==> config.mk <==
export PLATFORM = sky130hd
export DESIGN_NAME = post_spike_encoder_layer1
export DESIGN_NICKNAME = d
export VERILOG_FILES = /design/src/rtl/snn_layer1_pkg.sv /design/src/rtl/spike_priority_encoder.sv /design/src/rtl/post_spike_encoder_layer1.sv
export SDC_FILE = /design/constraint.sdc
export NUM_CORES = 1
export LEC_CHECK = 0
export BUFFER_PORTS_ARGS = -buffer_cell sky130_fd_sc_hd__clkbuf_2
export CAP_MARGIN = 40
export CORE_MARGIN = 2
export CORE_UTILIZATION = 40
export CTS_CLUSTER_DIAMETER = 40
export DETAILED_ROUTE_END_ITERATION = 16
export PLACE_DENSITY_LB_ADDON = 0.12
export SYNTH_ARGS = -nofsm -noshare
export SYNTH_HDL_FRONTEND = slang
export SYNTH_SLANG_ARGS = --single-unit
==> constraint.sdc <==
create_clock -name clk -period 3.2 [get_ports clk]
set_input_delay 0.48 -clock clk [delete_from_list [all_inputs] [get_ports clk]]
set_output_delay 0.48 -clock clk [all_outputs]
set_load 0.005 [all_outputs]
==> src/rtl/snn_layer1_pkg.sv <==
// Shared definitions for the layer-1 spiking network blocks.
package snn_layer1_pkg;

    localparam int DEFAULT_NEURON_NUM_IN_SET = 20;
    localparam int DEFAULT_BIT_WIDTH_ADDR    = 5;

    typedef enum logic [0:0] {
        IDLE = 1'b0,
        SCAN = 1'b1
    } enc_state_e;

endpackage

==> src/rtl/spike_priority_encoder.sv <==
// Lowest-set-bit encoder: returns the index of the lowest set bit and a
// one-hot mask selecting it (all zero when the input vector is empty).
module spike_priority_encoder #(
    parameter int WIDTH      = 20,
    parameter int ADDR_WIDTH = 5
) (
    input  logic [WIDTH-1:0]      vec,
    output logic [ADDR_WIDTH-1:0] index,
    output logic [WIDTH-1:0]      clear_mask,
    output logic                  found
);

    // Scan upward; the found flag freezes the result at the first hit.
    always_comb begin
        index      = '0;
        clear_mask = '0;
        found      = 1'b0;
        for (int i = 0; i < WIDTH; i++) begin
            if (vec[i] && !found) begin
                index         = ADDR_WIDTH'(i);
                clear_mask    = '0;
                clear_mask[i] = 1'b1;
                found         = 1'b1;
            end else begin
                found = found;
            end
        end
    end

endmodule

==> src/rtl/post_spike_encoder_layer1.sv <==
// Captures the layer-1 post-spike vector and streams the index of every set
// bit, lowest first, over a valid/ready handshake.
module post_spike_encoder_layer1
    import snn_layer1_pkg::*;
#(
    parameter int NEURON_NUM_IN_SET = DEFAULT_NEURON_NUM_IN_SET,
    parameter int BIT_WIDTH_ADDR    = DEFAULT_BIT_WIDTH_ADDR
) (
    input  logic                         clk,
    input  logic                         reset_n,
    input  logic [NEURON_NUM_IN_SET-1:0] post_spike_i,
    input  logic                         post_spike_valid_i,
    input  logic                         this_sample_done_i,
    output logic [BIT_WIDTH_ADDR-1:0]    event_addr_o,
    output logic                         event_valid_o,
    input  logic                         event_ready_i,
    output logic                         busy_o,
    output logic                         scan_done_o,
    output logic [BIT_WIDTH_ADDR:0]      spike_count_o,
    output logic                         overflow_o
);

    enc_state_e                   state_r, state_nxt_s;
    logic [NEURON_NUM_IN_SET-1:0] pending_r, pending_nxt_s;
    logic [BIT_WIDTH_ADDR:0]      spike_count_r, spike_count_nxt_s;
    logic                         scan_done_r, scan_done_nxt_s;
    logic                         overflow_r, overflow_nxt_s;

    logic [BIT_WIDTH_ADDR-1:0]    lowest_idx_s;
    logic [NEURON_NUM_IN_SET-1:0] clear_mask_s;
    logic                         lowest_found_s;
    logic [NEURON_NUM_IN_SET-1:0] remaining_s;
    logic [BIT_WIDTH_ADDR:0]      popcount_s;
    logic                         xfer_s;
    logic                         final_xfer_s;
    logic                         capture_s;
    logic                         drop_s;

    spike_priority_encoder #(
        .WIDTH      (NEURON_NUM_IN_SET),
        .ADDR_WIDTH (BIT_WIDTH_ADDR)
    ) u_prio_enc (
        .vec        (pending_r),
        .index      (lowest_idx_s),
        .clear_mask (clear_mask_s),
        .found      (lowest_found_s)
    );

    assign remaining_s  = pending_r & ~clear_mask_s;
    assign xfer_s       = (state_r == SCAN) && event_ready_i && lowest_found_s;
    assign final_xfer_s = xfer_s && (remaining_s == '0);
    // A new vector is only taken when nothing of the old one is left unsent.
    assign capture_s    = post_spike_valid_i && ((state_r == IDLE) || final_xfer_s);
    assign drop_s       = post_spike_valid_i && (state_r == SCAN) && !final_xfer_s;

    // Population count of the incoming vector.
    always_comb begin
        popcount_s = '0;
        for (int i = 0; i < NEURON_NUM_IN_SET; i++) begin
            popcount_s = popcount_s + (BIT_WIDTH_ADDR + 1)'(post_spike_i[i]);
        end
    end

    // Next-state and next-output logic; flush overrides everything else.
    always_comb begin
        state_nxt_s       = state_r;
        pending_nxt_s     = pending_r;
        spike_count_nxt_s = spike_count_r;
        scan_done_nxt_s   = 1'b0;
        overflow_nxt_s    = overflow_r;
        if (this_sample_done_i) begin
            state_nxt_s       = IDLE;
            pending_nxt_s     = '0;
            spike_count_nxt_s = '0;
            overflow_nxt_s    = 1'b0;
        end else begin
            if (capture_s) begin
                pending_nxt_s     = post_spike_i;
                spike_count_nxt_s = popcount_s;
                if (post_spike_i != '0) begin
                    state_nxt_s     = SCAN;
                    scan_done_nxt_s = final_xfer_s;
                end else begin
                    state_nxt_s     = IDLE;
                    scan_done_nxt_s = 1'b1;
                end
            end else if (xfer_s) begin
                pending_nxt_s = remaining_s;
                if (final_xfer_s) begin
                    state_nxt_s     = IDLE;
                    scan_done_nxt_s = 1'b1;
                end else begin
                    state_nxt_s = SCAN;
                end
            end else begin
                state_nxt_s = state_r;
            end
            if (drop_s) begin
                overflow_nxt_s = 1'b1;
            end else begin
                overflow_nxt_s = overflow_r;
            end
        end
    end

    // State and output registers.
    always_ff @(posedge clk or negedge reset_n) begin
        if (!reset_n) begin
            state_r       <= IDLE;
            pending_r     <= '0;
            spike_count_r <= '0;
            scan_done_r   <= 1'b0;
            overflow_r    <= 1'b0;
        end else begin
            state_r       <= state_nxt_s;
            pending_r     <= pending_nxt_s;
            spike_count_r <= spike_count_nxt_s;
            scan_done_r   <= scan_done_nxt_s;
            overflow_r    <= overflow_nxt_s;
        end
    end

    assign event_addr_o  = lowest_idx_s;
    assign event_valid_o = (state_r == SCAN);
    assign busy_o        = (state_r == SCAN);
    assign scan_done_o   = scan_done_r;
    assign spike_count_o = spike_count_r;
    assign overflow_o    = overflow_r;

endmodule

==> qor.yml, run 1 <==
status: "complete, but fails checks"
violations: "setup timing"
synthFlopType: "dfrtp_1"
fmax_mhz: 258
synth_top_area_share: 0.289
endpoint_kind: "flop"
setup_violations: 5
max_cap_viol_count: 0
min_path_type: "in -> async"
synth_fp_nets: 317
timing.final.crit_period_ps: 3880
syn_area_um2: 2430
grt_overflow: 0
drtIter0Drc: 87
grt_pass1_vias: 2233
synth_edf_count: 0
clock_latency_ps: 280
crit_fanout: 2
post-route-util: 0.529
r2r_start: "pending_r[7]"
critPathMaxStageDelay_ps: 510
netlist_instances: 270
crit_top_cell: "fa_1"
dieArea_um2: 6710
route.detailed.drc: 0
multi_input_area_um2: 1570
fill_cells: 582
clkTransAtPathRegs_ps: 110
synthArstFlopShare: 1.00
die_h_um: 81.9
crit_slowest_cell: "fa_1"
antenna_cells: 0
crit_buf_inv: 3
dp_hpwl_um: 5190
finalMaxSlewViolations: 0
ys_ff_latch: 28
timing.slew.headroom: 0.502
cp-start-kind: "input pin"
vias: 2163
cts_htree_levels: 1
first_pass_iters: 4
seqCellArea_um2: 701
seq_area_frac_synth: 0.289
clkSinkCount: 28
cts_made_buffers: 3
synth_area_leaders: "dfrtp_1, fa_1, mux2i_1"
drive_above_1_share: 0.331
grt_use_total: 0.210
syn_to_final_growth_pct: 28.2
hold-worst-slack_ps: 246
hold_viol: 0
critPathKind: "in -> reg"
coreArea_um2: 5890
timing.rr.end: "pending_r[13]"
layout.nets: 392
grt_start_max_net_pins: 29
port_buffers: 38
die_w_um: 81.9
ios: 40
grt_antenna_before_repair: 0
yosys.area.top_type: "dfrtp_1"
wl_per_cell_um: 15.1
rrSetupSlack_ps: 270
grt_pass1_wl_um: 10800
reg2reg_depth: 7
synth_cell_types: 48
critPathTopFamily: "adder cells"
cts_tree: "built"
ir_drop_v: 0.000731
drt-total-wl_um: 6310
synth_area_per_cell_um2: 8.99
arrival_ps: 4060
fin_ws_ps: -681
tightest_slew_ps: 747
yosys_warnings: 0
p_per_area_nw_per_um2: 547
cts_root_buf: "clkbuf_8"
start_util: 0.412
clockBufferDepth: 2
viasPerCell: 5.16
required_ps: 3370
num_rows: 28
gp_congestion: 0.932
rsz0062_at_grt: "true"
drtAntennaViolNets: 0
cp_cell_sequence: "buf_8 > fa_1 > fa_1 > inv_2 > fa_1 > fa_2 > fa_1 > inv_2 > ha_4 > a21o_1 > a21oi_2 > xnor2_1 > nor2_1 > mux2_4"
leakage_nw: 1.57
finClkSkew_ps: 4.96
min_period_over_period: 1.21
-- layout make-up --
class	instances	area share
clock buffers	3	0.0133
well taps	75	0.0302
clock inverters	1	0.00965
inverters	34	0.0410
multi-input cells	195	0.506
flip-flops and latches	28	0.225
repair buffers	83	0.175
-- worst register-to-register path: stages, from the launching register on --
cell,delay (ps)
dfrtp_1,440
or4_1,590
nor4_4,380
nand4_2,220
a2111oi_4,490
a31oi_4,300
buf_4,270
mux2i_1,120
-- cells in the mapped netlist, drive strengths merged (2+ instances only) --
library cell	count
o21ai	10
mux2	5
o311ai	7
nand3	8
ha	8
o211ai	5
a211oi	2
nand4	3
dfrtp	28
buf	6
clkbuf	7
fa	14
nand2	33
maj3	3
a21oi	13
a2111oi	2
o31ai	3
mux2i	20
inv	34
nor2b	2
or4	5
nor2	23
nor4	8
a21o	2
or2	2
-- sequential cells by signal (all words and copies together) (netlist names) --
name           count
pending_r         20
spike_count_o      5
overflow_o         1
busy_o             1
scan_done_o        1
-- cell families (layout without fill, tap and decap cells) --
family          after synthesis  count (layout)  share of synthesized area
fa+ha+maj                    25              25                      0.169
buf+inv                      47             121                     0.0830
mux                          25              25                      0.106
simple gates                 89              89                      0.181
other cells                   1               1                    0.00154
compound gates               53              53                      0.164
xor+xnor                      2               2                    0.00722
flops                        28              28                      0.289
-- cells in the final DEF, fill, tap and decap left out, types with 2 or more instances in the layout --
cell type	instances
mux2i_1	20
maj3_1	3
clkbuf_2	36
o31ai_1	3
nor4_1	7
ha_1	6
nand4_1	2
inv_2	4
o211ai_1	5
mux2_2	4
a21oi_2	2
or4_1	4
dfrtp_1	28
fa_1	11
nand2_1	31
fa_2	3
ha_4	2
nor2_1	23
nand2_2	2
or2_2	2
o21ai_0	9
inv_1	30
a211oi_1	2
clkbuf_8	3
nor2b_1	2
o311ai_0	7
a21oi_1	11
buf_4	45
a21o_1	2
nand3_1	8
-- through the flow --
| stage | TNS (ps) | worst slack, ps | power [mW] | cell area, um^2 | cells |
|---|---|---|---|---|---|
| after floorplan | -3230 | -795 | 1.06 | 2470 | 270 |
| after CTS | -2840 | -719 | 1.70 | 3050 | 414 |
| after detailed placement | -4560 | -1060 | 1.41 | 2980 | 410 |
| after global placement | -4360 | -1020 | 1.41 | 2980 | 410 |
| final | -2640 | -681 | 1.70 | 3110 | 419 |
| after global routing | -3270 | -802 | 1.86 | 3110 | 419 |
-- worst max path at each step --
| stage | from | endpoint | slack [ps] | cells after the start |
|---|---|---|---|---|
| floorplan | post_spike_i[11] | spike_count_o[4] | -790 | 13 |
| global placement | post_spike_i[11] | spike_count_o[4] | -1020 | 14 |
| detailed placement | post_spike_i[11] | spike_count_o[4] | -1060 | 14 |
| CTS | post_spike_i[15] | spike_count_o[3] | -720 | 14 |
| global route | post_spike_i[15] | spike_count_o[3] | -800 | 14 |
| finish | post_spike_i[15] | spike_count_o[3] | -680 | 14 |
-- layer usage --
| metal | share of wire | vias up | GRT usage | wire [um] |
|---|---|---|---|---|
| met4 | 0.015 | 0 | 0.0367 | 95 |
| li1 | - | 1088 | - | - |
| met3 | 0.036 | 6 | 0.0264 | 226 |
| met2 | 0.48 | 37 | 0.362 | 3040 |
| met1 | 0.47 | 1032 | 0.286 | 2950 |
| met5 | 0 | - | 0 | 0 |
-- power breakdown --
part	switching (mW)	internal, mW	leakage (nW)	total [mW]
clock	0.119	0.167	0.0357	0.287
combinational	0.494	0.496	1.16	0.990
sequential	0.0318	0.393	0.376	0.425
total	0.645	1.06	1.57	1.70
-- repair_timing --
item                       in CTS  in global routing
setup buffers                   0                  5
setup endpoints to repair       5                  6
hold buffers                    0                  0
resized for setup               2                  8
pin swaps                       3                  2
Power figures use the tool's default switching activity.
==> run 2: changes to the inputs <==
SKIP_LAST_GASP = 1   (was default)
==> qor.yml, run 2 (synthesis results as in run 1) <==
crit_fanout: 2  # unchanged
seq_power_share: 0.250  # about the same
cts_root_buf: "clkbuf_8"
max_cap_viol_count: 0  # unchanged
swShare: 0.379  # about the same
leakage_nw: 1.57  # unchanged
required_ps: 3370  # about the same
clkTransAtPathRegs_ps: 110  # about the same
power_mw: 1.70  # -0.11%
fin_ws_ps: -681  # +0.112 ps
rsz0062_at_grt: "true"
grt_pass1_wl_um: 10800  # unchanged
arrival_ps: 4060  # about the same
pre_cts_ws_ps: -1060  # unchanged
clock_power_share: 0.169  # about the same
clockBufferDepth: 2  # unchanged
finalMaxSlewViolations: 0  # unchanged
cts_made_buffers: 3  # unchanged
violations: "setup timing"
endpoint_kind: "flop"
p_per_area_nw_per_um2: 546  # -0.11%
antenna_cells: 0  # unchanged
largest_reg_flops: 20  # unchanged
drive_above_1_share: 0.331  # unchanged
rrSetupSlack_ps: 270  # about the same
critPathKind: "in -> reg"
fmax_mhz: 258  # about the same
cp-start-kind: "input pin"
grt_use_total: 0.210  # unchanged
grt_pass1_vias: 2233  # unchanged
port_buffers: 38  # unchanged
coreArea_um2: 5890  # unchanged
dp_hpwl_um: 5190  # unchanged
grt_overflow: 0  # unchanged
p_comb_frac: 0.581  # about the same
drtAntennaViolNets: 0  # unchanged
cts_tree: "built"
r2r_start: "pending_r[7]"
switching_power_uw: 644  # -0.18%
route.detailed.drc: 0  # unchanged
ios: 40  # unchanged
grt_antenna_before_repair: 0  # unchanged
min_period_over_period: 1.21  # about the same
hold_viol: 0  # unchanged
first_pass_iters: 4  # unchanged
ir_drop_v: 0.000728  # -0.40%
reg2reg_depth: 7  # unchanged
cts_hold_buf: 0  # unchanged
setup_violations: 5  # unchanged
final_cell_mix: "buf_4, clkbuf_2, nand2_1"
layout_commonest_cell: "buf_4"
start_util: 0.412  # unchanged
clkSinkCount: 28  # unchanged
drt-total-wl_um: 6300  # -0.13%
syn_to_final_growth_pct: 28.2  # unchanged
power.internal_mw: 1.06  # about the same
status: "complete, but fails checks"
wl_per_cell_um: 15.0  # -0.13%
clock_latency_ps: 280  # about the same
die_w_um: 81.9  # unchanged
timing.slew.headroom: 0.501  # -0.00147
die_h_um: 81.9  # unchanged
timing.rr.end: "pending_r[13]"
gp_congestion: 0.932  # unchanged
finClkSkew_ps: 5.05  # +0.0875 ps
layout.nets: 392  # unchanged
drtIter0Drc: 81  # -6.9%
tightest_slew_ps: 749  # +2.20 ps
cts_htree_levels: 1  # unchanged
regMostFlops: "pending_r"
post-route-util: 0.529  # unchanged
grt_start_max_net_pins: 29  # unchanged
num_rows: 28  # unchanged
min_path_type: "in -> async"
timing.final.crit_period_ps: 3880  # -0.112 ps
vias: 2159  # -0.18%
viasPerCell: 5.15  # -0.18%
dieArea_um2: 6710  # unchanged
run 2: changes by cell type in the layout (fill, tap and decap cells not counted):
cell and delta:
o21ai_0 +1, o21ai_1 -1
run 2: cell type report:
class / count / area, um^2
multi-input cells: 195 / 1570
repair buffers: 83 / 544
clock inverters: 1 / 30.0
fillers: 582 / 2770
inverters: 34 / 128
flip-flops and latches: 28 / 701
well taps: 75 / 93.8
clock buffers: 3 / 41.3
run 2: critical path, cell delays in order:
cell,delay [ps]
buf_8,100
fa_1,480
fa_1,510
inv_2,50
fa_1,510
fa_2,440
fa_1,500
inv_2,60
ha_4,160
a21o_1,180
a21oi_2,140
xnor2_1,120
nor2_1,50
mux2_4,270
run 2: worst max path at each step:
stage / from / end / cells past startpoint
3_3_place_gp: post_spike_i[11] / spike_count_o[4] / 14
2_1_floorplan: post_spike_i[11] / spike_count_o[4] / 13
4_1_cts: post_spike_i[15] / spike_count_o[3] / 14
6_report: post_spike_i[15] / spike_count_o[3] / 14
5_1_grt: post_spike_i[15] / spike_count_o[3] / 14
3_5_place_dp: post_spike_i[11] / spike_count_o[4] / 14
run 2: metal layers:
metal  wire, um  global-route usage  vias to the layer above
met5          0                   0                        -
met4         95              0.0367                        0
met3        191              0.0264                        6
met2       3050               0.362                       30
met1       2970               0.286                     1033
li1           -                   -                     1090
run 2: metrics by stage:
stage	cell area [um^2]	hold slack, ps	std cells	TNS (ps)
5_1_grt	3110	302	419	-3310
4_1_cts	3050	275	414	-2880
6_report	3110	248	419	-2670
2_1_floorplan	2470	184	270	-3230
3_3_place_gp	2980	470	410	-4360
3_5_place_dp	2980	470	410	-4560
run 2: power by group through the flow:
stage          combinational, mW  sequential [mW]  clock, mW
2_1_floorplan              0.632            0.431          0
3_3_place_gp               0.974            0.431          0
3_5_place_dp               0.974            0.431          0
4_1_cts                    0.982            0.425      0.294
5_1_grt                     1.12            0.431      0.306
6_report                   0.988            0.425      0.287
run 2: timing repair:
item | 4_1_cts | 5_1_grt
resized for setup | 1 | 8
cloned | 0 | 0
setup endpoints to repair | 5 | 6
setup buffers | 0 | 5
pin swaps | 3 | 2
==> run 3: changes to the inputs <==
SYNTH_HIERARCHICAL = 1   (was default)
==> qor.yml, run 3 <==
fmax_mhz: 255  # -1.2%
first_pass_iters: 4  # unchanged
switching_power_uw: 652  # +1.2%
port_buffers: 38  # unchanged
leakage_nw: 1.70  # +8.1%
p_per_area_nw_per_um2: 471  # -14%
ios: 40  # unchanged
layout_commonest_cell: "buf_4"
synthArstFlopShare: 1.00  # unchanged
hold-worst-slack_ps: 243  # -4.75 ps
syn_to_final_growth_pct: 29.0
synth_cell_types: 48  # unchanged
violations: "setup timing"
viasPerCell: 5.23  # +1.4%
die_w_um: 86.8  # +6.0%
layout.nets: 443  # +13%
hold_viol: 0  # unchanged
start_util: 0.408  # -0.00404
cp-start-kind: "input pin"
timing.rr.end: "spike_count_o[1]"
crit_slowest_cell: "fa_1"
fin_ws_ps: -728  # -46.4 ps
synth_fp_nets: 359  # +13%
crit_fanout: 2  # unchanged
cts_htree_levels: 1  # unchanged
critPathMaxStageDelay_ps: 560  # +50 ps
crit_buf_inv: 3  # unchanged
synth_top_family_by_area: "simple AND/OR/NAND/NOR gates"
vias: 2483  # +15%
grt_use_met3: 0.0152  # -0.0111
synth-xor-area-share: 0.00638  # -0.000833
min_period_over_period: 1.23  # +0.0145
grt_antenna_before_repair: 0  # unchanged
synth_top_area_share: 0.255  # -0.0333
r2r_start: "pending_r[1]"
drtAntennaViolNets: 0  # unchanged
endpoint_kind: "flop"
gr-max-usage-layer: "met2"
synth_edf_count: 0  # unchanged
dieArea_um2: 7540  # +12%
num_rows: 30  # +7.1%
grt_start_max_net_pins: 51  # +76%
cts_root_buf: "clkbuf_8"
finClkSkew_ps: 5.31  # +0.258 ps
grt_pass1_wl_um: 12100  # +11%
synthFlopType: "dfrtp_1"
reg2reg_depth: 10  # +3
power.internal_mw: 1.01  # -4.0%
seq_power_share: 0.251  # about the same
synthMuxAreaShare: 0.0816  # -0.0240
largest_reg_flops: 20  # unchanged
syn_area_um2: 2740  # +13%
clock_power_share: 0.134  # -0.035
regMostFlops: "pending_r"
wl_per_cell_um: 15.7  # +4.3%
synth_adder_area_share: 0.139  # -0.0304
use_met2: 0.332  # -0.0301
drive_above_1_share: 0.344  # +0.0129
timing.final.crit_period_ps: 3930  # +46.4 ps
required_ps: 3320  # -50 ps
cp_cell_sequence: "buf_8 > inv_4 > fa_1 > fa_2 > fa_1 > fa_2 > fa_1 > inv_2 > ha_4 > fa_2 > a21oi_2 > nor2_1 > nor2_1 > a211oi_2"
cts_made_buffers: 3  # unchanged
clockBufferDepth: 2  # unchanged
post-route-util: 0.527  # -0.00207
critPathKind: "in -> reg"
arrival_ps: 4050  # about the same
rrSetupSlack_ps: 120  # -150 ps
ir_drop_v: 0.000451  # -38%
critPathTopFamily: "adder cells"
grt_overflow: 0  # unchanged
coreArea_um2: 6720  # +14%
tightest_slew_ps: 895  # +146 ps
yosys_warnings: 6  # +6
use_met1: 0.294  # +0.00825
netlist_instances: 312  # +16%
grt_use_total: 0.204  # -0.00565
synth_area_leaders: "dfrtp_1, fa_1, inv_1"
yosys.area.top_type: "dfrtp_1"
dp_hpwl_um: 5980  # +15%
ys_ff_latch: 28  # unchanged
synthSimpleGateAreaFrac: 0.263  # +0.0817
timing.slew.headroom: 0.404  # -0.0970
yosysMostFrequentCell: "inv_1"
clock_latency_ps: 280  # about the same
cts_tree: "built"
die_h_um: 86.8  # +6.0%
finalMaxSlewViolations: 0  # unchanged
yosys-top-cells-count: "inv_1, nand2b_1, dfrtp_1"
pre_cts_ws_ps: -1110  # -50.8 ps
cts_hold_buf: 0  # unchanged
status: "complete, but fails checks"
rsz0062_at_grt: "true"
grt_pass1_vias: 2457  # +10%
clkSinkCount: 28  # unchanged
synth_compound_area_frac: 0.142  # -0.0216
drt-total-wl_um: 7450  # +18%
min_path_type: "in -> async"
seq_area_frac_synth: 0.255  # -0.0333
clkTransAtPathRegs_ps: 100  # about the same
final_cell_mix: "buf_4, inv_1, clkbuf_2"
setup_violations: 5  # unchanged
gp_congestion: 0.835  # -10%
p_comb_frac: 0.614  # +0.033
drtIter0Drc: 128  # +58%
swShare: 0.391  # +0.0125
synth_area_per_cell_um2: 8.79  # -2.2%
antenna_cells: 0  # unchanged
route.detailed.drc: 0  # unchanged
max_cap_viol_count: 0  # unchanged
-- run 3: changes by cell type after synthesis, moves of 5 or more --
| cell | delta |
|---|---|
| and2_1 | +5 |
| inv_1 | +22 |
| nand3_1 | -7 |
| o311ai_0 | -7 |
| nand2b_1 | +30 |
| nor2_1 | -6 |
| nand3b_1 | +7 |
| nand2_1 | -22 |
| a211o_1 | +11 |
-- run 3: what timing repair did --
item / CTS / global route
pin swaps: 4 / 6
endpoints found under the setup margin: 5 / 26
buffers inserted: 2 / 2
gates resized for setup: 2 / 17
-- run 3: worst max-delay path by stage --
| stage | from | end | slack [ps] | depth (start not counted) |
|---|---|---|---|---|
| after floorplan | post_spike_i[11] | spike_count_o[4] | -780 | 13 |
| after global placement | post_spike_i[11] | spike_count_o[4] | -1060 | 14 |
| after detailed placement | post_spike_i[11] | spike_count_o[4] | -1110 | 14 |
| after CTS | post_spike_i[3] | spike_count_o[4] | -710 | 14 |
| after global routing | post_spike_i[3] | spike_count_o[4] | -830 | 14 |
| final | post_spike_i[3] | spike_count_o[4] | -730 | 14 |
-- run 3: layout make-up --
| class | instances | area, um^2 |
|---|---|---|
| multi-input combinational | 215 | 1820 |
| sequential | 28 | 701 |
| fill | 644 | 3180 |
| inverter | 56 | 220 |
| tap | 80 | 100 |
| clock buffer | 4 | 55.1 |
| timing repair buffer | 92 | 638 |
-- run 3: logic make-up (layout without fill, tap and decap cells) --
kind of cell | Yosys count | in the layout
AND/OR/NAND/NOR | 117 | 117
buffers and inverters | 69 | 152
AO/OA/AOI/OAI | 51 | 51
flip-flops | 28 | 28
adder cells (fa/ha/maj) | 22 | 22
multiplexers | 22 | 22
XOR/XNOR | 2 | 2
other | 1 | 1
-- run 3: power by group through the flow --
| stage | sequential (mW) | combinational (mW) | clock (mW) |
|---|---|---|---|
| detailed placement | 0.425 | 0.919 | 0 |
| finish | 0.419 | 1.02 | 0.224 |
| global placement | 0.424 | 0.900 | 0 |
| floorplan | 0.426 | 0.632 | 0 |
| global route | 0.423 | 1.14 | 0.247 |
| CTS | 0.418 | 0.937 | 0.238 |
-- run 3: through the flow --
stage	TNS (ps)	std cells	total power, mW	instance area (um^2)
floorplan	-3000	312	1.06	2790
global placement	-4410	467	1.32	3370
global route	-3320	475	1.81	3540
CTS	-2840	473	1.59	3450
finish	-2860	475	1.67	3540
detailed placement	-4690	467	1.34	3370
-- run 3: metal layers --
layer / vias to the layer above / wire length (um)
met5: - / 0
met2: 75 / 3530
met3: 8 / 351
met4: 0 / 106
met1: 1175 / 3460
li1: 1225 / -
